`config.mk`:
```
export PLATFORM = sky130hd
export DESIGN_NAME = bus_window_timeout
export DESIGN_NICKNAME = d
export VERILOG_FILES = /design/src/rtl/bus_window_timeout_pkg.sv /design/src/rtl/bus_window_timeout_timer.sv /design/src/rtl/bus_window_timeout.sv
export SDC_FILE = /design/constraint.sdc
export NUM_CORES = 1
export LEC_CHECK = 0
export BUFFER_PORTS_ARGS = -buffer_cell sky130_fd_sc_hd__buf_2
export CAP_MARGIN = 25
export CORE_AREA = 2 2 108 110
export DETAILED_ROUTE_END_ITERATION = 16
export DIE_AREA = 0 0 110 112
export PLACE_DENSITY = 0.78
export SYNTH_ARGS = -nofsm -noshare
export SYNTH_HDL_FRONTEND = slang
export SYNTH_SLANG_ARGS = --single-unit
```
`constraint.sdc`:
```
create_clock -name clk -period 2.2 [get_ports clk]
set_input_delay 0.44 -clock clk [delete_from_list [all_inputs] [get_ports clk]]
set_output_delay 0.44 -clock clk [all_outputs]
set_load 0.005 [all_outputs]
```
`src/rtl/bus_window_timeout_pkg.sv`:
```
// ============================================================================
// Module : bus_window_timeout_pkg
// Brief  : Bus field layout, status-register constants and FSM encoding.
// Rev    : 1.0  initial release
// ============================================================================
`default_nettype none

package bus_window_timeout_pkg;

    // Request-direction bus layout (upstream in, sub-bus out)
    localparam int BI_DATA_LSB   = 0;
    localparam int BI_ADDR_LSB   = 32;
    localparam int BI_RD_WR_L    = 64;
    localparam int BI_REQ        = 65;
    localparam int BI_STARTUP    = 66;
    localparam int BI_RESET_L    = 67;
    localparam int BI_CLK        = 68;
    localparam int BUS_IN_WIDTH  = 69;

    // Response-direction bus layout
    localparam int BO_DATA_LSB   = 0;
    localparam int BO_ACK        = 32;
    localparam int BO_IRQ        = 33;
    localparam int BUS_OUT_WIDTH = 34;

    localparam int BUS_DATA_W    = 32;
    localparam int BUS_ADDR_W    = 32;

    // Status register offsets and control bit positions
    localparam logic [31:0] STAT_OFS_STATUS = 32'd0;
    localparam logic [31:0] STAT_OFS_LAST   = 32'd4;
    localparam int STAT_BIT_TO      = 0;
    localparam int STAT_BIT_PROTO   = 1;
    localparam int STAT_BIT_CNT_CLR = 16;

    localparam int WAIT_CNT_W = 16;

    typedef enum logic {
        ST_IDLE = 1'b0,
        ST_BUSY = 1'b1
    } state_t;

endpackage

`default_nettype wire

```
`src/rtl/bus_window_timeout_timer.sv`:
```
// ============================================================================
// Module : bus_window_timer
// Brief  : Wait counter for an outstanding sub-bus request; flags the deadline.
// Rev    : 1.0  initial release
// ============================================================================
`default_nettype none

module bus_window_timer
    import bus_window_timeout_pkg::*;
#(
    parameter int TIMEOUT = 1024
)(
    input  logic clk,
    input  logic reset,
    input  logic start,
    input  logic stop,
    output logic expired
);

    logic [WAIT_CNT_W-1:0] cnt;
    logic                  running;

    // Count reads 0 in the cycle after start, so it equals k k cycles later.
    always_ff @(posedge clk) begin
        if (reset) begin
            cnt     <= '0;
            running <= 1'b0;
        end else if (start) begin
            cnt     <= '0;
            running <= 1'b1;
        end else if (stop) begin
            cnt     <= '0;
            running <= 1'b0;
        end else if (running && (cnt != {WAIT_CNT_W{1'b1}})) begin
            cnt <= cnt + WAIT_CNT_W'(1);
        end
    end

    assign expired = running && (cnt == WAIT_CNT_W'(TIMEOUT));

endmodule

`default_nettype wire

```
`src/rtl/bus_window_timeout.sv`:
```
// ============================================================================
// Module : bus_window_timeout
// Brief  : Forwards an address window to a sub-bus, acking on its behalf on timeout.
// Rev    : 1.0  initial release
// ============================================================================
`default_nettype none

module bus_window_timeout
    import bus_window_timeout_pkg::*;
#(
    parameter logic [31:0] ADDR         = 32'h0,
    parameter int          ADDRWIDTH    = 8,
    parameter logic [31:0] STAT_ADDR    = 32'h100,
    parameter int          TIMEOUT      = 1024,
    parameter logic [31:0] TIMEOUT_DATA = 32'hDEAD_BEEF,
    parameter int          CNTWIDTH     = 16
)(
    input  logic                     clk,
    input  logic                     reset,
    input  logic [BUS_IN_WIDTH-1:0]  bus_in,
    output logic [BUS_OUT_WIDTH-1:0] bus_out,
    output logic [BUS_IN_WIDTH-1:0]  sub_bus_in,
    input  logic [BUS_OUT_WIDTH-1:0] sub_bus_out
);

    localparam logic [31:0] WIN_MASK = ~((32'd1 << ADDRWIDTH) - 32'd1);

    logic        req;
    logic        rd_wr_l;
    logic [31:0] addr;
    logic [31:0] wdata;
    logic        sub_ack;
    logic [31:0] sub_rdata;
    logic        sub_irq;

    assign req       = bus_in[BI_REQ];
    assign rd_wr_l   = bus_in[BI_RD_WR_L];
    assign addr      = bus_in[BI_ADDR_LSB +: BUS_ADDR_W];
    assign wdata     = bus_in[BI_DATA_LSB +: BUS_DATA_W];
    assign sub_ack   = sub_bus_out[BO_ACK];
    assign sub_rdata = sub_bus_out[BO_DATA_LSB +: BUS_DATA_W];
    assign sub_irq   = sub_bus_out[BO_IRQ];

    logic unused_bus_in;
    assign unused_bus_in = bus_in[BI_CLK] ^ bus_in[BI_RESET_L];

    logic        win_hit;
    logic        stat0_hit;
    logic        stat1_hit;
    logic        stat_hit;
    logic [31:0] sub_addr;

    assign win_hit   = req && ((addr & WIN_MASK) == (ADDR & WIN_MASK));
    assign stat0_hit = req && (addr == STAT_ADDR + STAT_OFS_STATUS);
    assign stat1_hit = req && (addr == STAT_ADDR + STAT_OFS_LAST);
    assign stat_hit  = stat0_hit || stat1_hit;
    assign sub_addr  = (ADDR & WIN_MASK) | (addr & ~WIN_MASK);

    state_t state;
    state_t state_nxt;
    logic   do_start;
    logic   do_sub_ack;
    logic   do_timeout;
    logic   do_stat;
    logic   do_proto;
    logic   expired;

    always_ff @(posedge clk) begin
        if (reset) begin
            state <= ST_IDLE;
        end else begin
            state <= state_nxt;
        end
    end

    // A sub ack wins over an expiry in the same cycle.
    always_comb begin
        state_nxt  = state;
        do_start   = 1'b0;
        do_sub_ack = 1'b0;
        do_timeout = 1'b0;
        do_stat    = 1'b0;
        do_proto   = 1'b0;
        if (state == ST_IDLE) begin
            if (win_hit) begin
                do_start  = 1'b1;
                state_nxt = ST_BUSY;
            end else if (stat_hit) begin
                do_stat = 1'b1;
            end
        end else begin
            do_proto = win_hit || stat_hit;
            if (sub_ack) begin
                do_sub_ack = 1'b1;
                state_nxt  = ST_IDLE;
            end else if (expired) begin
                do_timeout = 1'b1;
                state_nxt  = ST_IDLE;
            end
        end
    end

    bus_window_timer #(
        .TIMEOUT (TIMEOUT)
    ) u_timer (
        .clk     (clk),
        .reset   (reset),
        .start   (do_start),
        .stop    (do_sub_ack || do_timeout),
        .expired (expired)
    );

    logic                sub_req_r;
    logic                sub_rd_r;
    logic [31:0]         sub_addr_r;
    logic [31:0]         sub_data_r;
    logic                cap_rd;
    logic [31:0]         cap_addr;
    logic                ack_r;
    logic [31:0]         data_r;
    logic [CNTWIDTH-1:0] timeout_cnt;
    logic [31:0]         last_addr;
    logic                flag_to;
    logic                flag_proto;
    logic [31:0]         status_word;

    assign status_word = {16'(timeout_cnt), 14'b0, flag_proto, flag_to};

    always_ff @(posedge clk) begin
        if (reset) begin
            sub_req_r   <= 1'b0;
            sub_rd_r    <= 1'b0;
            sub_addr_r  <= '0;
            sub_data_r  <= '0;
            cap_rd      <= 1'b0;
            cap_addr    <= '0;
            ack_r       <= 1'b0;
            data_r      <= '0;
            timeout_cnt <= '0;
            last_addr   <= '0;
            flag_to     <= 1'b0;
            flag_proto  <= 1'b0;
        end else begin
            sub_req_r  <= 1'b0;
            sub_rd_r   <= 1'b0;
            sub_addr_r <= '0;
            sub_data_r <= '0;
            ack_r      <= 1'b0;
            data_r     <= '0;
            if (do_start) begin
                sub_req_r  <= 1'b1;
                sub_rd_r   <= rd_wr_l;
                sub_addr_r <= sub_addr;
                sub_data_r <= wdata;
                cap_rd     <= rd_wr_l;
                cap_addr   <= sub_addr;
            end
            if (do_sub_ack) begin
                ack_r  <= 1'b1;
                data_r <= sub_rdata;
            end
            if (do_timeout) begin
                ack_r     <= 1'b1;
                data_r    <= cap_rd ? TIMEOUT_DATA : 32'h0;
                last_addr <= cap_addr;
                flag_to   <= 1'b1;
                if (timeout_cnt != {CNTWIDTH{1'b1}}) begin
                    timeout_cnt <= timeout_cnt + CNTWIDTH'(1);
                end
            end
            if (do_proto) begin
                flag_proto <= 1'b1;
            end
            if (do_stat) begin
                ack_r <= 1'b1;
                if (rd_wr_l) begin
                    data_r <= stat0_hit ? status_word : last_addr;
                end else if (stat0_hit) begin
                    if (wdata[STAT_BIT_TO])      flag_to     <= 1'b0;
                    if (wdata[STAT_BIT_PROTO])   flag_proto  <= 1'b0;
                    if (wdata[STAT_BIT_CNT_CLR]) timeout_cnt <= '0;
                end
            end
        end
    end

    always_comb begin
        sub_bus_in                                = '0;
        sub_bus_in[BI_CLK]                        = clk;
        sub_bus_in[BI_RESET_L]                    = ~reset;
        sub_bus_in[BI_STARTUP]                    = bus_in[BI_STARTUP];
        sub_bus_in[BI_REQ]                        = sub_req_r;
        sub_bus_in[BI_RD_WR_L]                    = sub_rd_r;
        sub_bus_in[BI_ADDR_LSB +: BUS_ADDR_W]     = sub_addr_r;
        sub_bus_in[BI_DATA_LSB +: BUS_DATA_W]     = sub_data_r;
    end

    // Sub IRQ shares this clock, so it is merged without synchronisation.
    always_comb begin
        bus_out                               = '0;
        bus_out[BO_ACK]                       = ack_r;
        bus_out[BO_DATA_LSB +: BUS_DATA_W]    = data_r;
        bus_out[BO_IRQ]                       = flag_to || flag_proto || sub_irq;
    end

endmodule

`default_nettype wire

```
# == Word level (Yosys, flattened, before mapping) ==
# Index checks and enable logic that the tools add are counted.
# op_classes
n_reduce_logical,14
add_sub_neg,2
eq_ne,5
n_bitwise,2
mux,42
# op_table
operator,count
two-way mux 32 bit,6
two-way mux 16 bit,6
== test 32 x 9 -> 1 bit (second input constant),2
adder 16 x 1 -> 16 bit (second input constant),2
logical NOT 32 bit,1
!= test 16 bit (second input constant),2
two-way mux 1 bit,30
== test 16 x 11 -> 1 bit (second input constant),1
logical AND 1 bit,5
logical OR 1 bit,5
OR reduction 3 bit,1
NOT 1 bit,2
nonzero test 2 bit,1
OR reduction 2 bit,1
# totals
wordCells,81
register_bits,152

# == Logic depth before layout (Yosys ltp) ==
# Gate-level depths: netlist of the first run.
# depth
ltp_word,10
depth_mapped,9
mapped_depth_nobuf,7

# == Modules after synthesis ==
# A second synthesis of the first run with hierarchy kept.
# hier_totals
cells_unflattened,569
hier_area_um2,5295.1
# by_module_without_submodules
module,seq_area_each_um2,area_each_um2,instances,cells_each
bus_window_timeout,2222.1,4350.4,1,456
bus_window_timer,340.3,944.7,1,113

==> results of run 1 <==
## how the worst min path moves through the flow
stage                 startpoint           end  slack (ns)  cells after the start
finish                 bus_in[0]       flag_to        0.13                      2
global route           bus_in[0]       flag_to        0.11                      2
CTS                    bus_in[0]       flag_to        0.11                      2
detailed placement  last_addr[7]  last_addr[7]        0.45                      2
global placement    last_addr[0]  last_addr[0]        0.44                      2
floorplan           last_addr[0]  last_addr[0]        0.43                      2
## final cells by class
type                            instances  share of cell area (%)
Sequential cell                       128                    37.1
Multi-Input combinational cell        369                    33.4
Timing Repair Buffer                  206                    17.0
Clock buffer                           23                    7.58
Tap cell                              143                    2.59
Clock inverter                         13                    1.98
Inverter                                5                   0.272
## cell usage in the layout (no fill, tap or decap), types with 3 or more instances in the layout
cell type     n
a211oi_1     18
a21oi_1      32
a22o_1        5
and2_1        3
and3_1       47
and4_1        3
buf_12        6
buf_2       179
buf_4        22
clkbuf_16    20
clkinv_2      4
clkinvlp_4    4
conb_1       24
dfxtp_1     128
ha_1          3
inv_1         5
mux2i_1      15
nand2_1      38
nand2b_1      5
nand3_1       9
nand4_1      12
nor2_1       53
nor3_1       10
nor4_1       11
nor4_2        3
nor4_4        3
nor4b_1       5
o21ai_0       4
o2bb2ai_1     9
or3_1         5
xnor2_1      11
xor2_1        7
## power groups by stage
| stage | sequential, mW | combinational (mW) | clock (mW) |
|---|---|---|---|
| 3_5_place_dp | 2.37 | 0.182 | 0.0197 |
| 2_1_floorplan | 2.37 | 0.0897 | 0.0295 |
| 6_report | 2.32 | 0.184 | 3.00 |
| 3_3_place_gp | 2.37 | 0.178 | 0.0197 |
| 4_1_cts | 2.32 | 0.183 | 3.04 |
| 5_1_grt | 2.32 | 0.200 | 3.17 |
## repair_timing
action | CTS | global route
buffers inserted | 0 | 0
gates resized for setup | 0 | 2
endpoints found under the setup margin | 0 | 4
## critical path, stage by stage (launching register included)
cell,delay (ns)
dfxtp_1,0.43
ha_1,0.27
nand4_1,0.14
or4_4,0.48
o211ai_2,0.18
buf_4,0.20
mux2i_1,0.21
nor2_1,0.05
## registers in the layout (all words and copies together), names as in the netlist
signal,count
ack_r,1
cap_addr,8
cap_rd,1
data_r,32
flag_proto,1
flag_to,1
last_addr,8
state,1
sub_addr_r,8
sub_data_r,32
sub_rd_r,1
sub_req_r,1
timeout_cnt,16
u_timer.cnt,16
u_timer.running,1
## layer usage
| layer | track usage (%) | routed length [um] | vias up |
|---|---|---|---|
| met5 | 0 | 0 | - |
| li1 | - | - | 2267 |
| met3 | 8.31 | 1030 | 21 |
| met1 | 23.8 | 5240 | 2166 |
| met2 | 39.4 | 7060 | 173 |
| met4 | 9.54 | 250 | 0 |
## per-stage QoR
stage	cells	setup WS [ns]	area [um^2]	hold slack, ns
global placement	852	0.0897	6240	0.440
finish	887	0.137	6900	0.125
global route	887	0.0297	6900	0.113
floorplan	569	0.214	5300	0.432
detailed placement	852	-0.00972	6240	0.451
CTS	887	0.101	6900	0.108
## cells by family after synthesis
group	Yosys count	synth area share [%]
AOI/OAI and AO/OA	81	10.4
and+or+nand+nor	228	25.3
xor gates and xnor gates	18	3.02
adders and majority gates	3	0.720
muxes	15	2.88
other	1	0.0719
buffers and inverters	72	8.54
DFF	128	49.1
==> summary.log, run 1 <==
qor: run_status.status finished, final reports clean
qor: critical_path.r2r_cells 7
qor: pwr.power.internal 4.34 mW
qor: pwr.p_leak 3.16 nW
qor: die.row_count 39
qor: die.die_y 112 um
qor: placement.buffer_ports.inserted 179
qor: placement.final_gp_congestion 0.864
qor: critical_path.worst_setup_path_startpoint timeout_cnt[0]
qor: logic_synthesis.synth_top_cell_area_share 49.1%
qor: grt.number_of_global_route_vias_before_repair 4527
qor: final_layout.syn_to_final_growth 32.3%
qor: sta.rsz0062_at_grt no
qor: die.fp.dieW 110 um
qor: sta.slew_violations 0
qor: logic_synthesis.synth-edff-count 0
qor: critical_path.timing.critical_path.to_type flip-flop
qor: sta.clock_skew 0.0223 ns
qor: drt.detail_route.wirelength 13600 um
qor: logic_synthesis.syn_area_per_cell 9.56 um^2
qor: final_layout.nFillCells 898
qor: logic_synthesis.netlist.top_cell.by_area dfxtp_1
qor: clocking.clk-insertion-delay-late 0.53 ns
qor: final_layout.proportion_of_layout_cells_with_a_drive_suffix_above_1 34.8%
qor: final_layout.register_area 2560 um^2
qor: drt.wire_length_per_cell 15.3 um
qor: final_layout.antennaDiodeCount 0
qor: critical_path.cp_data_required_time 2.62 ns
qor: critical_path.path_max_fanout 12
qor: clocking.cts_tree built
qor: run.max-cap-violations 0
qor: sta.final_min_period_over_clock_period 93.8%
qor: critical_path.r2r_slack 0.14 ns
qor: critical_path.critPathArrivalTime 2.48 ns
qor: sta.setup_viol 0
qor: pwr.totalPowerFinal 5.50 mW
qor: clocking.cts.hold.buffers_added 0
qor: worst_hold_path.worstHoldPathType primary input to flip-flop
qor: sta.timing_hold_violations_final 0
qor: pwr.power_density 797 nW/um^2
qor: logic_synthesis.post_synth_num_cell_types 56
qor: drt.drt_iter0_markers 229
qor: placement.detailed_placement_hpwl 9790 um
qor: logic_synthesis.number_of_instances_in_the_synthesized_netlist 546
qor: critical_path.startpoint_type flip-flop
qor: grt.grt_start_max_net_pins 41
qor: critical_path.critPathCapture timeout_cnt[1]
qor: grt.wire_length_of_the_first_global_routing_pass 21300 um
qor: final_layout.multi_input_area 2310 um^2
qor: die.core_region_area 11200 um^2
qor: logic_synthesis.post-synth-top-count-cell dfxtp_1
qor: sta.post-route-min-period 2.06 ns
qor: grt.grt_antenna_before_repair 0
qor: drt.drt_first_pass_iters 4
qor: pwr.power_switching_share 21.0%
qor: logic_synthesis.ys_seq_area_share 49.1%
qor: final_layout.final_util 61.8%
qor: logic_synthesis.leading_register_cell_type_out_of_synthesis dfxtp_1
qor: grt.grt_remaining_overflow 0
qor: logic_synthesis.synth.cell_area 5220 um^2
qor: pwr.power.net_switching 1.16 mW
qor: drt.total_via_count_in_the_routed_design 4627
qor: pwr.p_clk_share 54.5%
qor: sta.fin_setup_tns 0 ns
qor: final_layout.fin_nets 839
qor: critical_path.r2r_start timeout_cnt[0]
qor: critical_path.crit_type flip-flop to flip-flop
qor: logic_synthesis.yosysWarnings 0
qor: drt.detail-route-antenna-nets 0
qor: die.design.die.area 12300 um^2
qor: logic_synthesis.asyncSetResetFlopFracSynth 0%
qor: clocking.path_clk_slew 0.05 ns
qor: pwr.power_frac_comb 3.3%
qor: grt.grt_usage 22.5%
qor: logic_synthesis.synth_area_leaders dfxtp_1 49%, and3_1 5.6%, buf_4 4.5%
qor: pwr.sequentialPowerShare 42.2%
qor: logic_synthesis.synth_commonest_cells 128 x dfxtp_1, 53 x nor2_1, 47 x and3_1
qor: sta.slew_headroom 60.5%
qor: drt.drc 0
qor: die.initial_core_util 46.7%
qor: sta.measured_slew_at_the_worst_slew_check_pin 0.587 ns
qor: drt.detail_route.vias_per_cell 5.22
qor: die.num_ports 208
qor: pwr.vdd_drop_max 0.630 mV
qor: critical_path.worstReg2RegEnd timeout_cnt[1]
qor: logic_synthesis.synth-seq-cells 128
qor: sta.max_freq 485 MHz
Power figures use the tool's default switching activity.
==> run 2: changes to the inputs <==
RECOVER_POWER = 25   (was not set)
==> run 2 against run 1 <==
Global-route usage unchanged. Non-clock buffer count stayed put. Wire length down 0.13%. Maximum frequency rose by 0.24%. Clock skew fell by 0.012 ns. Critical path depth stayed put. Sequential share of layout area rose by 0.18 points. Clock power about the same. Utilization decreased by 0.29 points. Sequential cell count unchanged. Worst hold slack lost 0.011 ns. Setup slack better by 0.0050 ns.
==> summary.log, run 2 (synthesis results as in run 1) <==
qor: clocking.path_clk_slew 0.05 ns [about the same]
qor: final_layout.final_cell_mix 153 x buf_2, 128 x dfxtp_1, 53 x nor2_1, 47 x and3_1, 38 x nand2_1
qor: pwr.p_leak 3.04 nW [-3.6%]
qor: final_layout.register_area 2560 um^2 [unchanged]
qor: final_layout.final_util 61.5% [-0.29 points]
qor: grt.grt_remaining_overflow 0 [unchanged]
qor: die.row_count 39 [unchanged]
qor: sta.slew_headroom 60.2% [-0.30 points]
qor: drt.drt_iter0_markers 237 [+3.5%]
qor: final_layout.multi_input_area 2310 um^2 [unchanged]
qor: sta.post-route-min-period 2.06 ns [-0.00501 ns]
qor: sta.measured_slew_at_the_worst_slew_check_pin 0.591 ns [+0.00439 ns]
qor: drt.detail_route.wirelength 13600 um [-0.13%]
qor: final_layout.stdcell_area 6870 um^2 [-0.47%]
qor: critical_path.startpoint_type flip-flop
qor: critical_path.worstReg2RegEnd timeout_cnt[1]
qor: clocking.cts_tree built
qor: grt.number_of_global_route_vias_before_repair 4527 [unchanged]
qor: drt.detail_route.vias_per_cell 5.24 [+0.54%]
qor: final_layout.proportion_of_layout_cells_with_a_drive_suffix_above_1 31.3% [-3.5 points]
qor: critical_path.path_max_fanout 12 [unchanged]
qor: critical_path.r2r_slack 0.14 ns [about the same]
qor: drt.wire_length_per_cell 15.3 um [-0.13%]
qor: grt.grt_antenna_before_repair 0 [unchanged]
qor: sta.max_freq 486 MHz [+0.24%]
qor: die.core_region_area 11200 um^2 [unchanged]
qor: drt.drc 0 [unchanged]
qor: clocking.cts.hold.buffers_added 0 [unchanged]
qor: critical_path.worst_setup_path_startpoint timeout_cnt[0]
qor: final_layout.nFillCells 914 [+1.8%]
qor: pwr.power_density 802 nW/um^2 [+0.61%]
qor: die.fp.dieW 110 um [unchanged]
qor: sta.final_min_period_over_clock_period 93.5% [-0.23 points]
qor: critical_path.crit_type flip-flop to flip-flop
qor: critical_path.r2r_cells 7 [unchanged]
qor: pwr.vdd_drop_max 0.625 mV [-0.79%]
qor: critical_path.timing.critical_path.to_type flip-flop
qor: run_status.status finished, final reports clean
qor: grt.wire_length_of_the_first_global_routing_pass 21300 um [unchanged]
qor: drt.total_via_count_in_the_routed_design 4652 [+0.54%]
qor: critical_path.critPathArrivalTime 2.48 ns [about the same]
qor: final_layout.layout_top_registers data_r x32, sub_data_r x32
qor: die.die_y 112 um [unchanged]
qor: sta.slew_violations 0 [unchanged]
qor: drt.drt_first_pass_iters 5 [+1]
qor: placement.detailed_placement_hpwl 9790 um [unchanged]
qor: run.max-cap-violations 0 [unchanged]
qor: placement.buffer_ports.inserted 179 [unchanged]
qor: sta.clock_skew 0.0105 ns [-0.0119 ns]
qor: die.design.die.area 12300 um^2 [unchanged]
qor: clocking.post-cts-setup-buffer-count 0 [unchanged]
qor: clocking.cts.repair.resized 0 [unchanged]
qor: worst_hold_path.worstHoldPathType primary input to flip-flop
qor: final_layout.most_common_cell_after_layout_fill_and_taps_aside buf_2
qor: clocking.clk-insertion-delay-late 0.53 ns [about the same]
qor: placement.final_gp_congestion 0.864 [unchanged]
qor: grt.grt_start_max_net_pins 41 [unchanged]
qor: sta.whs 0.115 ns [-0.0106 ns]
qor: die.initial_core_util 46.7% [unchanged]
qor: grt.grt_usage 22.5% [unchanged]
qor: sta.fin_setup_tns 0 ns [unchanged]
qor: critical_path.cp_data_required_time 2.62 ns [about the same]
qor: final_layout.fin_nets 839 [unchanged]
qor: critical_path.r2r_start timeout_cnt[0]
qor: drt.detail-route-antenna-nets 0 [unchanged]
qor: placement.dpl-instance-area 6240 um^2 [unchanged]
qor: final_layout.antennaDiodeCount 0 [unchanged]
qor: sta.timing_hold_violations_final 0 [unchanged]
qor: critical_path.critPathCapture timeout_cnt[1]
qor: sta.setup_viol 0 [unchanged]
qor: final_layout.syn_to_final_growth 31.7%
qor: sta.rsz0062_at_grt no
qor: worst_hold_path.worst_hold_startpoint bus_in[0]
qor: die.num_ports 208 [unchanged]
[run 2: per-stage QoR]
step | total power, mW | instances | worst slack [ns]
floorplan | 2.49 | 569 | 0.214
global placement | 2.57 | 852 | 0.0897
detailed placement | 2.57 | 852 | -0.00972
CTS | 5.54 | 887 | 0.101
global route | 5.69 | 887 | 0.0297
finish | 5.51 | 887 | 0.143
[run 2: layout make-up]
type                       count  area share, %
clock buffer                  23           7.61
inverter                       5          0.273
sequential                   128           37.3
clock inverter                13           1.99
tap                          143           2.60
multi-input combinational    369           33.6
timing repair buffer         206           16.6
[run 2: worst max-delay path: stages (launching register included)]
cell	delay [ns]
dfxtp_1	0.43
ha_1	0.27
nand4_1	0.14
or4_4	0.48
o211ai_2	0.17
buf_4	0.20
mux2i_1	0.21
nor2_1	0.05
[run 2: worst min path at each step]
stage                        end  cells past startpoint  slack, ns
global route             flag_to                      2       0.11
detailed placement  last_addr[7]                      2       0.45
floorplan           last_addr[0]                      2       0.43
CTS                      flag_to                      2       0.11
finish                   flag_to                      2       0.11
global placement    last_addr[0]                      2       0.44
[run 2: layer usage]
| layer | track usage (%) | share of wire, % |
|---|---|---|
| met4 | 9.54 | 2.2 |
| met5 | 0 | 0 |
| met2 | 39.4 | 52 |
| met3 | 8.31 | 7.9 |
| met1 | 23.8 | 38 |
[run 2: power breakdown]
group / leakage [nW] / internal (mW) / switching [mW] / total (mW)
logic: 1.70 / 0.0867 / 0.0974 / 0.184
clock network: 0.316 / 1.94 / 1.07 / 3.00
registers: 1.03 / 2.32 / 0.0000000140 / 2.32
total: 3.04 / 4.34 / 1.17 / 5.51
